==> config.mk <==
export PLATFORM = sky130hd
export DESIGN_NAME = branch_resolve_unit
export DESIGN_NICKNAME = d
export VERILOG_FILES = /design/src/rtl/branch_pkg.sv /design/src/rtl/bht_table.sv /design/src/rtl/branch_resolve_unit.sv
export SDC_FILE = /design/constraint.sdc
export NUM_CORES = 1
export LEC_CHECK = 0
export BUFFER_PORTS_ARGS = -buffer_cell sky130_fd_sc_hd__buf_2
export CAP_MARGIN = 30
export CORE_ASPECT_RATIO = 1.2
export CORE_MARGIN = 4
export CORE_UTILIZATION = 40
export DETAILED_ROUTE_END_ITERATION = 10
export SYNTH_ARGS = -nofsm -noshare
export SYNTH_HDL_FRONTEND = slang
export SYNTH_SLANG_ARGS = --single-unit
export TNS_END_PERCENT = 100
==> constraint.sdc <==
create_clock -name Clk -period 6 [get_ports Clk]
set_clock_uncertainty 0.15 [all_clocks]
set_input_delay 0.9 -clock Clk [delete_from_list [all_inputs] [get_ports Clk]]
set_output_delay 0.9 -clock Clk [all_outputs]
set_load 0.005 [all_outputs]
==> src/rtl/branch_pkg.sv <==
// Shared opcode constants, BHT counter encodings and the saturating counter step
// used by the branch resolve unit and its history table.
package branch_pkg;

  localparam logic [5:0] OP_REGIMM = 6'd1;
  localparam logic [5:0] OP_BEQ    = 6'd4;
  localparam logic [5:0] OP_BNE    = 6'd5;
  localparam logic [5:0] OP_BLEZ   = 6'd6;
  localparam logic [5:0] OP_BGTZ   = 6'd7;

  typedef logic [1:0] ctr_t;

  localparam ctr_t SNT = 2'd0;
  localparam ctr_t WNT = 2'd1;
  localparam ctr_t WT  = 2'd2;
  localparam ctr_t ST  = 2'd3;

  // Counters stick at SNT/ST instead of wrapping, so one odd outcome never flips a strong bias.
  function automatic ctr_t ctrNext(input ctr_t cur, input logic taken);
    ctr_t nxt;
    if (taken) nxt = (cur == ST) ? ST : ctr_t'(cur + 2'd1);
    else       nxt = (cur == SNT) ? SNT : ctr_t'(cur - 2'd1);
    return nxt;
  endfunction

endpackage

==> src/rtl/bht_table.sv <==
// Branch history table of 2-bit saturating counters: one fetch read port, one
// resolve read port and one saturating-update write port. No read/write bypass.
module bht_table
  import branch_pkg::*;
#(
  parameter int IDX_W = 6
) (
  input  logic             i_clk,
  input  logic             i_rst,
  input  logic [IDX_W-1:0] i_fetchIdx,
  output logic [1:0]       o_fetchCtr,
  input  logic [IDX_W-1:0] i_rdIdx,
  output logic [1:0]       o_rdCtr,
  input  logic             i_wrEn,
  input  logic [IDX_W-1:0] i_wrIdx,
  input  logic             i_wrTaken
);

  localparam int ENTRIES = 1 << IDX_W;

  ctr_t r_ctr [ENTRIES];

  always_ff @(posedge i_clk or posedge i_rst) begin
    if (i_rst) begin
      for (int i = 0; i < ENTRIES; i++) r_ctr[i] <= WNT;
    end else if (i_wrEn) begin
      r_ctr[i_wrIdx] <= ctrNext(r_ctr[i_wrIdx], i_wrTaken);
    end
  end

  assign o_fetchCtr = r_ctr[i_fetchIdx];
  assign o_rdCtr    = r_ctr[i_rdIdx];

endmodule

==> src/rtl/branch_resolve_unit.sv <==
// Registered MIPS branch resolver with a 2-bit BHT predictor and mispredict flag.
// Define BRANCH_STATS_EN to add the BrCount/MissCount statistics ports.
module branch_resolve_unit
  import branch_pkg::*;
#(
  parameter int DATA_W    = 32,
  parameter int PC_W      = 32,
  parameter int BHT_IDX_W = 6
) (
  input  logic              Clk,
  input  logic              Rst,
  input  logic              Valid,
  input  logic              Stall,
  input  logic              Flush,
  input  logic [5:0]        Opcode,
  input  logic              IBit16,
  input  logic [DATA_W-1:0] A,
  input  logic [DATA_W-1:0] B,
  input  logic [PC_W-1:0]   BranchPC,
  input  logic [PC_W-1:0]   FetchPC,
  output logic              FetchPredTaken,
  output logic              BrValid,
  output logic              BrTaken,
  output logic              BrPredTaken,
  output logic              Mispredict
`ifdef BRANCH_STATS_EN
  ,
  output logic [PC_W-1:0]   BrCount,
  output logic [PC_W-1:0]   MissCount
`endif
);

  logic                 w_isBrOp;
  logic                 w_cond;
  logic                 w_isBr;
  logic                 w_update;
  logic                 w_aNeg;
  logic                 w_aZero;
  logic [BHT_IDX_W-1:0] w_branchIdx;
  logic [BHT_IDX_W-1:0] w_fetchIdx;
  logic [1:0]           w_fetchCtr;
  logic [1:0]           w_branchCtr;
  logic                 w_unusedBits;

  logic r_brValid;
  logic r_brTaken;
  logic r_brPred;
  logic r_mispredict;

  assign w_branchIdx = BranchPC[BHT_IDX_W+1:2];
  assign w_fetchIdx  = FetchPC[BHT_IDX_W+1:2];
  assign w_aNeg      = A[DATA_W-1];
  assign w_aZero     = (A == '0);

  // Single-operand branches test rs against zero only; rt is deliberately ignored.
  always_comb begin
    w_isBrOp = 1'b0;
    w_cond   = 1'b0;
    case (Opcode)
      OP_BEQ:    begin w_isBrOp = 1'b1; w_cond = (A == B);               end
      OP_BNE:    begin w_isBrOp = 1'b1; w_cond = (A != B);               end
      OP_REGIMM: begin w_isBrOp = 1'b1; w_cond = IBit16 ? ~w_aNeg : w_aNeg; end
      OP_BLEZ:   begin w_isBrOp = 1'b1; w_cond = w_aNeg | w_aZero;       end
      OP_BGTZ:   begin w_isBrOp = 1'b1; w_cond = ~w_aNeg & ~w_aZero;     end
      default:   begin w_isBrOp = 1'b0; w_cond = 1'b0;                   end
    endcase
  end

  assign w_isBr   = Valid & ~Flush & w_isBrOp;
  assign w_update = w_isBr & ~Stall;

  bht_table #(
    .IDX_W(BHT_IDX_W)
  ) u_bht (
    .i_clk      (Clk),
    .i_rst      (Rst),
    .i_fetchIdx (w_fetchIdx),
    .o_fetchCtr (w_fetchCtr),
    .i_rdIdx    (w_branchIdx),
    .o_rdCtr    (w_branchCtr),
    .i_wrEn     (w_update),
    .i_wrIdx    (w_branchIdx),
    .i_wrTaken  (w_cond)
  );

  // Result registers: the prediction captured is the pre-update counter MSB.
  always_ff @(posedge Clk or posedge Rst) begin
    if (Rst) begin
      r_brValid    <= 1'b0;
      r_brTaken    <= 1'b0;
      r_brPred     <= 1'b0;
      r_mispredict <= 1'b0;
    end else if (!Stall) begin
      r_brValid    <= w_isBr;
      r_brTaken    <= w_isBr & w_cond;
      r_brPred     <= w_isBr & w_branchCtr[1];
      r_mispredict <= w_isBr & (w_cond ^ w_branchCtr[1]);
    end
  end

  assign FetchPredTaken = w_fetchCtr[1];
  assign BrValid        = r_brValid;
  assign BrTaken        = r_brTaken;
  assign BrPredTaken    = r_brPred;
  assign Mispredict     = r_mispredict;

`ifdef BRANCH_STATS_EN
  logic [PC_W-1:0] r_brCount;
  logic [PC_W-1:0] r_missCount;

  always_ff @(posedge Clk or posedge Rst) begin
    if (Rst) begin
      r_brCount   <= '0;
      r_missCount <= '0;
    end else if (!Stall) begin
      if (r_brValid)    r_brCount   <= r_brCount + 1'b1;
      if (r_mispredict) r_missCount <= r_missCount + 1'b1;
    end
  end

  assign BrCount   = r_brCount;
  assign MissCount = r_missCount;
`endif

  // PC bits outside the index and the counter LSBs are intentionally unused.
  assign w_unusedBits = ^{BranchPC, FetchPC, w_fetchCtr[0], w_branchCtr[0]};

endmodule

==> results of run 1 <==
-- worst max-delay path by stage --
| stage | slack (ns) | start | cells after the start | to |
|---|---|---|---|---|
| CTS | 1.58 | BranchPC[2] | 10 | u_bht.r_ctr[87] |
| global placement | 1.10 | BranchPC[2] | 9 | u_bht.r_ctr[29] |
| floorplan | 1.53 | Rst | 1 | BrPredTaken |
| global route | 1.43 | BranchPC[2] | 10 | u_bht.r_ctr[105] |
| detailed placement | 1.13 | BranchPC[2] | 10 | u_bht.r_ctr[87] |
| finish | 1.57 | BranchPC[2] | 10 | u_bht.r_ctr[3] |
-- state kept, by name, indices dropped and copies added (netlist names) --
signal and count:
u_bht.r_ctr 128, Mispredict 1, BrPredTaken 1, BrValid 1, BrTaken 1
-- cell type report --
type,count,area (sq um)
repair buffers,100,573
multi-input cells,488,3700
clock buffers,19,453
well taps,220,275
inverters,5,21.3
flip-flops and latches,132,3380
clock inverters,13,204
fillers,1624,9160
-- cells in the mapped netlist (5+ instances only) --
cell type / count / area share (%)
a21oi_1: 76 / 5.2
a221oi_1: 9 / 1.1
a22oi_1: 12 / 1.2
buf_2: 15 / 1.0
buf_6: 8 / 1.2
clkbuf_1: 10 / 0.51
dfrtp_1: 68 / 23
dfstp_2: 64 / 23
mux2_1: 8 / 1.2
mux2_2: 65 / 10
mux2i_1: 15 / 2.1
mux4_2: 35 / 11
nand2_1: 20 / 1.0
nor2_1: 147 / 7.5
nor2b_1: 5 / 0.43
nor4_1: 16 / 1.4
o21ai_0: 5 / 0.34
xor2_1: 33 / 3.9
-- per-stage QoR --
step | util (%) | instance area [sq um] | setup WS [ns] | total power [uW] | std cells
floorplan | - | 7320 | 1.53 | 1020 | 662
global placement | 44.4 | 7900 | 1.10 | 1090 | 943
detailed placement | 44.6 | 7930 | 1.13 | 1090 | 944
CTS | 48.3 | 8580 | 1.58 | 2250 | 976
global route | 48.4 | 8610 | 1.43 | 2300 | 977
finish | 48.4 | 8610 | 1.57 | 2230 | 977
-- critical path, cell delays in order --
cell and delay, ns:
buf_2 0.66, mux4_2 0.61, mux2i_1 0.20, o21ai_1 0.13
or3_1 0.44, nor4_4 0.43, inv_2 0.05, maj3_2 0.57
buf_16 0.28, mux2_2 0.28
-- metal layers --
metal	global-route usage, %	vias to the layer above
li1	-	2570
met2	35.8	165
met5	0	-
met1	26.0	2837
met3	3.10	57
met4	9.70	0
-- logic make-up (layout without fill, tap and decap cells) --
family                     after synthesis  after routing
muxes                                  123            123
and+or+nand+nor                        211            211
adders and majority gates                2              2
AOI/OAI and AO/OA                      118            118
DFF                                    132            132
xor gates and xnor gates                34             34
buffers and inverters                   42            137
-- power breakdown --
group          total (uW)  switching [uW]  leakage, uW  internal, uW
Combinational         178             113      0.00176          64.9
Sequential            903            2.68      0.00161           901
Clock                1150             391     0.000311           757
==> results.json, run 1 <==
{
  "run_status": "completed",
  "worst_slew_pin_slew_ns": 0.874,
  "holdBufCountCts": 0,
  "yosysSeqAreaShare_pct": 46.2,
  "core_area_sq_um": 17800,
  "max_freq_ghz": 0.225,
  "wire_length_of_the_first_global_routing_pass_mm": 33.2,
  "synth_compound_area_share_pct": 9.44,
  "syn_area_per_cell_sq_um": 11.1,
  "worst_slew_margin_rel_pct": 41.8,
  "tns_ns": 0,
  "maxCapViolCount": 0,
  "report.final.hold_viol_count": 0,
  "root_buffer": "clkbuf_16",
  "p_leak_uw": 0.00368,
  "cts_tree": "yes",
  "total_congestion_overflow_after_global_routing": 0,
  "dieArea_sq_um": 20500,
  "route.met3.wl_microns": 937,
  "synth-simple-area-share_pct": 12.7,
  "synth_xor_xnor_area_share_pct": 4.07,
  "synthesis.area_sq_um": 7320,
  "async_reset_ff_share_pct": 100,
  "fp.dieH_microns": 156,
  "final_period_minus_worst_setup_slack_ns": 4.43,
  "cts_max_path_buffers": 2,
  "placement.io_buffers": 92,
  "ff2ff_setup_slack_ns": 2.43,
  "post_route_cells_drive_above_1_share_pct": 40.2,
  "path_clk_slew_ns": 0.06,
  "clkLatencyLatePin_ns": 0.43,
  "r2r_start": "u_bht.r_ctr[115]",
  "number_of_flops_mapped_to_enable_cells_by_yosys": 0,
  "final_antenna_net_count": 0,
  "finish.net_count": 884,
  "drc": 0,
  "dominant_combinational_cell_family_by_area_after_synthesis": "multiplexers",
  "cts.sinks": 132,
  "critical_path_peak_fanout": 33,
  "r2r_cells": 9,
  "synth_flop_cell": "dfrtp_1",
  "detail_route.wirelength.met1_mm": 8.34,
  "syn_inst": 662,
  "most_frequent_cells_in_the_layout": "nor2_1 (147), buf_2 (92), a21oi_1 (76), dfrtp_1 (68), mux2_2 (65)",
  "detailroute.via_count": 5629,
  "avgViaCountPerCell": 5.76,
  "synthToLayoutAreaGrowth_pct": 17.6,
  "timing.final.crit_share_pct": 73.9,
  "endpoint_kind": "flip-flop",
  "synth_fa_ha_area_share_pct": 0.291,
  "detail_route.wl_per_cell_microns": 21.4,
  "wire_length_on_met2_mm": 10.9,
  "worst_endpoint_data_arrival_time_ns": 4.59,
  "top_layer_used": "met4",
  "grt_max_degree": 76,
  "required_time_worst_endpoint_ns": 6.16,
  "fp-row-count": 53,
  "gp_congestion": 0.859,
  "cts_resized": 0,
  "antenna_found_initial": 0,
  "grt.total_usage_pct": 20.8,
  "min_path_type": "input port to asynchronous set/reset pin",
  "h-tree-depth": 4,
  "setup_viol": 0,
  "dp_hpwl_mm": 14.6,
  "postCtsSetupRepairBufs": 0,
  "r2r-end": "u_bht.r_ctr[3]",
  "distinct_cell_type_count_after_synthesis": 45,
  "die_w_microns": 131,
  "cts_made_buffers": 17,
  "synth.ff_latch_count": 132,
  "critical_path_class": "input port to flip-flop",
  "detailedRoute.firstIterationViolations": 413,
  "ys_warn_count": 0,
  "start_util_pct": 41.2,
  "slew_violations": 0,
  "synthesis.nets": 802,
  "diodes": 0,
  "power_density_nw_per_um2": 259,
  "rsz0062_at_grt": "false",
  "floorplan.io_pins": 145,
  "wirelength_mm": 20.9,
  "yosys-mux-area-fraction_pct": 24.1,
  "dr.pass1.iters": 5,
  "mostFrequentLayoutCell": "nor2_1",
  "first_global_vias": 5855,
  "worst_hold_slack_ns": 0.215,
  "worst_ir_drop_vdd_mv": 0.192,
  "worst_setup_path_start_kind": "input port"
}
Power figures use the tool's default switching activity.
==> run 2, diff against run 1 <==
Settings changed: ABC_AREA from default to 1.
Clock period 6 ns to 4.22 ns, I/O delays scaled along.
==> run 2 against run 1 <==
  * First-iteration DRC count rose by 36%
  * Cell count rose by 75%
  * Utilization shrank 1.8 points
  * Combinational power grew 53%
  * Sequential share of layout area decreased by 4.7 points
==> results.json, run 2 <==
{
  "run_status": "completed",
  "cts_made_buffers": 17,
  "syn_area_per_cell_sq_um": 6.26,
  "cts.sinks": 132,
  "cts_tree": "yes",
  "cts_resized": 0,
  "critical_path.cell_chain": "buf_2 -> inv_1 -> o21ai_0 -> o22ai_1 -> o21ai_0 -> o21bai_1 -> o211ai_1 -> o211ai_1 -> nand2_1 -> buf_2",
  "route.met3.wl_mm": 1.22,
  "rsz0062_at_grt": "false",
  "timing.final.crit_share_pct": 78.8,
  "first_global_vias": 8377,
  "worst_endpoint_data_arrival_time_ns": 2.54,
  "detailedRoute.firstIterationViolations": 561,
  "dieArea_sq_um": 23700,
  "wire_length_on_met2_mm": 12.9,
  "ys_warn_count": 0,
  "grt.total_usage_pct": 22.4,
  "setup_viol": 0,
  "number_of_flops_mapped_to_enable_cells_by_yosys": 0,
  "synth_flop_cell": "dfrtp_1",
  "holdBufCountCts": 0,
  "diodes": 0,
  "post_route_cells_drive_above_1_share_pct": 14.4,
  "power.share.switching_pct": 24.8,
  "slew_violations": 0,
  "registers.top_by_ff_count": "u_bht.r_ctr",
  "start_util_pct": 40.6,
  "dr.pass1.iters": 6,
  "cp_slowest_cell": "inv_1",
  "finish.net_count": 1572,
  "placement.io_buffers": 92,
  "most_frequent_cells_in_the_layout": "nand2_1 (742), nor2_1 (139), inv_1 (96), buf_2 (92), nand3_1 (72)",
  "power_density_nw_per_um2": 318,
  "distinct_cell_type_count_after_synthesis": 26,
  "worst_slew_pin_slew_ns": 0.812,
  "detailroute.via_count": 8547,
  "fp.dieH_microns": 168,
  "grt_max_degree": 84,
  "top_layer_used": "met4",
  "p_comb_share_pct": 8.8,
  "mostFrequentLayoutCell": "nand2_1",
  "total_switching_power_uw": 772,
  "total_congestion_overflow_after_global_routing": 0,
  "internal-power_uw": 2340,
  "gp_congestion": 0.907,
  "report.final.hold_viol_count": 0,
  "worst_slew_margin_rel_pct": 45.8,
  "endpoint_kind": "output port",
  "root_buffer": "clkbuf_16",
  "maxCapViolCount": 0,
  "netlist_top_cells_area": "nand2_1 (33%), dfrtp_1 (20%), dfstp_2 (20%), nor2_1 (6.1%), inv_1 (4.3%)",
  "synthesis.nets": 1500,
  "wirelength_mm": 25.9,
  "tns_ns": 0,
  "seqPwrFrac_pct": 40.8,
  "fp-row-count": 58,
  "synthesis.area_sq_um": 8510,
  "cts_max_path_buffers": 2,
  "async_reset_ff_share_pct": 100,
  "worst_setup_path_start_kind": "input port",
  "avgViaCountPerCell": 4.99,
  "clkLatencyLatePin_ns": 0.43,
  "placedInstanceArea_sq_um": 9170,
  "h-tree-depth": 4,
  "core_area_sq_um": 21000,
  "p_leak_uw": 0.00503,
  "floorplan.io_pins": 145,
  "path_clk_slew_ns": 0.06,
  "drc": 0,
  "yosysMostFrequentCell": "nand2_1",
  "detail_route.wirelength.met1_mm": 11.2,
  "area.sequential_sq_um": 3380,
  "antenna_found_initial": 0,
  "critical_path.max_stage_delay_ns": 0.56,
  "fillCellCount": 2147,
  "max_freq_ghz": 0.301,
  "yosysTopAreaCell": "nand2_1",
  "yosysSeqAreaShare_pct": 39.8,
  "critical_path_class": "input port to output port",
  "postCtsSetupRepairBufs": 0,
  "synth_top_area_share_pct": 32.8,
  "final_antenna_net_count": 0,
  "detail_route.wl_per_cell_microns": 15.1,
  "synth.ff_latch_count": 132,
  "synthTopCellsByCount": "nand2_1 (743), nor2_1 (139), inv_1 (97)",
  "die_w_microns": 141,
  "syn_inst": 1360,
  "dp_hpwl_mm": 17.1,
  "synthToLayoutAreaGrowth_pct": 15.0,
  "layout.cell_area.non_filler_sq_um": 9780,
  "clockPowerShare_pct": 50.5,
  "worst_ir_drop_vdd_mv": 0.306,
  "area_of_combinational_cells_with_multiple_inputs_sq_um": 4450,
  "largest_register_ffs": 128,
  "required_time_worst_endpoint_ns": 3.44,
  "critical_path_peak_fanout": 17,
  "final_period_minus_worst_setup_slack_ns": 3.33,
  "wire_length_of_the_first_global_routing_pass_mm": 42.5,
  "min_path_type": "input port to asynchronous set/reset pin"
}
-- run 2: cell types whose count changed after synthesis, moves of 37 or more --
cell and delta:
inv_1 +95, a21oi_1 -75, nand3_1 +70, nand2_1 +723
o21ai_0 +37, mux2_2 -65
-- run 2: path summary, 6_finish.rpt --
check	from	end	slack, ns	cells after the start
hold reg to reg	u_bht.r_ctr[124]	u_bht.r_ctr[124]	0.31	2
max in group asynchronous	Rst	u_bht.r_ctr[34]	2.76	3
min in group Clk	u_bht.r_ctr[124]	u_bht.r_ctr[124]	0.31	2
setup reg to reg	u_bht.r_ctr[19]	u_bht.r_ctr[15]	1.66	15
hold / removal	Rst	u_bht.r_ctr[113]	0.21	2
setup / recovery	FetchPC[3]	FetchPredTaken	0.89	10
-- run 2: layout make-up --
class | count | area share [%]
tap | 270 | 3.45
clock buffer | 18 | 4.39
clock inverter | 13 | 1.88
sequential | 132 | 34.6
timing repair buffer | 107 | 6.37
multi-input combinational | 1075 | 45.5
inverter | 99 | 3.85
-- run 2: worst max-delay path, delay by kind of cell --
kind | cells | cell delay [ns]
compound gates | 6 | 0.86
buf+inv | 3 | 0.94
simple gates | 1 | 0.10
-- run 2: per-stage QoR --
| stage | total power, uW | std cells | setup WS (ns) | hold slack, ns | utilization [%] |
|---|---|---|---|---|---|
| after global placement | 1560 | 1683 | 0.719 | 0.304 | 43.7 |
| final | 3110 | 1714 | 0.893 | 0.210 | 46.6 |
| after CTS | 3140 | 1714 | 0.929 | 0.246 | 46.6 |
| after floorplan | 1450 | 1360 | 0.0169 | 0.297 | - |
| after global routing | 3220 | 1714 | 0.739 | 0.285 | 46.6 |
| after detailed placement | 1570 | 1683 | 0.712 | 0.305 | 43.7 |
-- run 2: logic make-up after synthesis --
family | count (synthesis) | synth area share [%]
flops | 132 | 39.8
buf+inv | 153 | 7.98
simple gates | 977 | 44.6
compound gates | 65 | 4.23
xor+xnor | 33 | 3.40
-- run 2: power groups by stage --
stage          Clock [uW]  Sequential (uW)  Combinational (uW)
4_1_cts              1600             1270                 275
5_1_grt              1650             1270                 304
2_1_floorplan           0             1290                 160
3_5_place_dp            0             1290                 274
6_report             1570             1270                 273
3_3_place_gp            0             1290                 273
-- run 2: layer usage --
layer	vias to the layer above	GRT usage [%]
met5	-	0
met4	0	7.16
met3	44	3.10
met2	250	39.7
met1	3942	28.1
li1	4311	-
==> run 3, diff against run 2 <==
Settings changed: ABC_AREA 1 to 0.
Clock period 4.22 ns to 3.45 ns, I/O delays scaled along.
==> run 3 against run 2 <==
  * Routed wire length shrank 19%
  * Global-route usage shrank 1.9 points
  * Utilization grew 3.9 points
  * Largest cell class unchanged
  * Flip-flop and latch count is the same
  * Cell count shrank 40%
  * Total power grew 20%
  * Design area shrank 8.2%
  * Largest power group unchanged
  * Clock power grew 17%
  * Register-to-register slack lost 1.4 ns
  * Critical path depth grew 2
==> results.json, run 3 (synthesis gave the netlist of run 1 again) <==
{
  "run_status": "completed",
  "postCtsSetupRepairBufs": 0,
  "wire_length_of_the_first_global_routing_pass_mm": 33.3,
  "final_period_minus_worst_setup_slack_ns": 3.23,
  "worst_ir_drop_vdd_mv": 0.366,
  "cts_max_path_buffers": 2,
  "start_util_pct": 41.2,
  "timing.final.crit_share_pct": 93.6,
  "cts.sinks": 132,
  "antenna_found_initial": 0,
  "max_freq_ghz": 0.310,
  "most_frequent_cells_in_the_layout": "nor2_1 (147), buf_2 (92), a21oi_1 (76), dfrtp_1 (68), mux2_2 (65)",
  "h-tree-depth": 4,
  "fillCellCount": 1648,
  "post_route_cells_drive_above_1_share_pct": 43.4,
  "cts_resized": 0,
  "cp_slowest_cell": "or3_1",
  "dieArea_sq_um": 20500,
  "worst_endpoint_data_arrival_time_ns": 3.38,
  "holdBufCountCts": 0,
  "avgViaCountPerCell": 5.70,
  "detail_route.wl_per_cell_microns": 20.5,
  "cts_tree": "yes",
  "detailedRoute.firstIterationViolations": 402,
  "placement.io_buffers": 92,
  "total_power_uw": 3750,
  "dp_hpwl_mm": 15.5,
  "p_leak_uw": 0.00390,
  "detailroute.via_count": 5838,
  "placedInstanceArea_sq_um": 8350,
  "cts_made_buffers": 17,
  "wirelength_mm": 21.0,
  "maxCapViolCount": 0,
  "first_global_vias": 6214,
  "mostFrequentLayoutCell": "nor2_1",
  "critical_path_class": "input port to flip-flop",
  "drc": 0,
  "fp-row-count": 53,
  "endpoint_kind": "flip-flop",
  "min_path_type": "input port to flip-flop",
  "floorplan.io_pins": 145,
  "power_density_nw_per_um2": 418,
  "worst_slew_margin_rel_pct": 65.9,
  "dr.pass1.iters": 5,
  "setup_viol": 0,
  "final_antenna_net_count": 0,
  "fp.dieH_microns": 156,
  "critical_path.cell_chain": "buf_2 -> buf_4 -> nor2b_1 -> buf_4 -> a22oi_1 -> nor2_1 -> nor2_1 -> o221ai_1 -> or3_1 -> maj3_2 -> buf_12 -> mux2_2",
  "layout.cell_area.non_filler_sq_um": 8980,
  "finish.net_count": 932,
  "synthToLayoutAreaGrowth_pct": 22.7,
  "largest_register_ffs": 128,
  "total_congestion_overflow_after_global_routing": 0,
  "rsz0062_at_grt": "false",
  "die_w_microns": 131,
  "diodes": 0,
  "worst_setup_path_start_kind": "input port",
  "core_area_sq_um": 17800,
  "path_clk_slew_ns": 0.06,
  "required_time_worst_endpoint_ns": 3.60,
  "report.final.hold_viol_count": 0,
  "grt_max_degree": 65,
  "worst_slew_pin_slew_ns": 0.510,
  "registers.top_by_ff_count": "u_bht.r_ctr",
  "root_buffer": "clkbuf_16",
  "critical_path_peak_fanout": 64,
  "grt.total_usage_pct": 20.5,
  "critical_path.max_stage_delay_ns": 0.41,
  "clkLatencyLatePin_ns": 0.42,
  "gp_congestion": 0.865,
  "slew_violations": 0
}
[run 3: cell types whose count changed in the layout (fill, tap and decap cells not counted), sizes merged, moves of 14 or more]
cell   before  now
mux2        0   73
mux2i       0   15
mux4        0   35
nor3       18    1
buf       107  147
inv       100    4
xnor2      32    1
xor2        1   33
nand2     745   20
o21ai      42    8
nand3      72    2
o22ai      17    3
a21oi       1   76
nor4        1   17
[run 3: critical path: cells and delay by family]
family	cells	cell delay, ns
adder cells (fa/ha/maj)	1	0.36
multiplexers	1	0.30
buffers and inverters	4	1.06
AO/OA/AOI/OAI	2	0.31
AND/OR/NAND/NOR	4	0.77
[run 3: cell type report]
class                   instances  area [sq um]  share of cell area, %
well taps                     220           275                   3.06
multi-input cells             488          3700                   41.2
inverters                       5          22.5                  0.251
clock buffers                  20           447                   4.97
flip-flops and latches        132          3380                   37.7
repair buffers                148           996                   11.1
clock inverters                12           158                   1.76
[run 3: worst paths after layout]
check | cells past startpoint | end | slack, ns | start
worst max-delay path | 12 | u_bht.r_ctr[109] | 0.22 | BranchPC[4]
worst min-delay path | 3 | BrValid | 0.23 | Stall
worst max register to register | 9 | u_bht.r_ctr[109] | 0.25 | u_bht.r_ctr[67]
worst min register to register | 2 | Mispredict | 0.34 | Mispredict
max in group asynchronous | 5 | u_bht.r_ctr[114] | 1.94 | Rst
min in group asynchronous | 3 | u_bht.r_ctr[45] | 0.39 | Rst
[run 3: layer usage]
metal | wire length (microns) | vias up | track usage (%)
li1 | - | 2657 | -
met1 | 8270 | 2941 | 24.8
met2 | 11000 | 181 | 36.6
met3 | 1070 | 59 | 3.74
met4 | 654 | 0 | 8.05
met5 | 0 | - | 0
[run 3: power breakdown]
| part | switching [uW] | internal (uW) | total, uW |
|---|---|---|---|
| registers | 4.77 | 1570 | 1570 |
| clock network | 674 | 1160 | 1830 |
| logic | 203 | 146 | 350 |
| total | 882 | 2870 | 3750 |
[run 3: stage by stage]
step	cells	TNS (ns)	worst slack (ns)	util [%]	hold WS, ns
finish	1025	0	0.220	50.5	0.227
global route	1025	0	0.133	50.5	0.226
CTS	1023	0	0.256	50.4	0.201
detailed placement	991	-12.92	-0.147	47.0	0.328
global placement	991	-11.34	-0.129	47.0	0.318
floorplan	662	0	0.0978	-	0.319
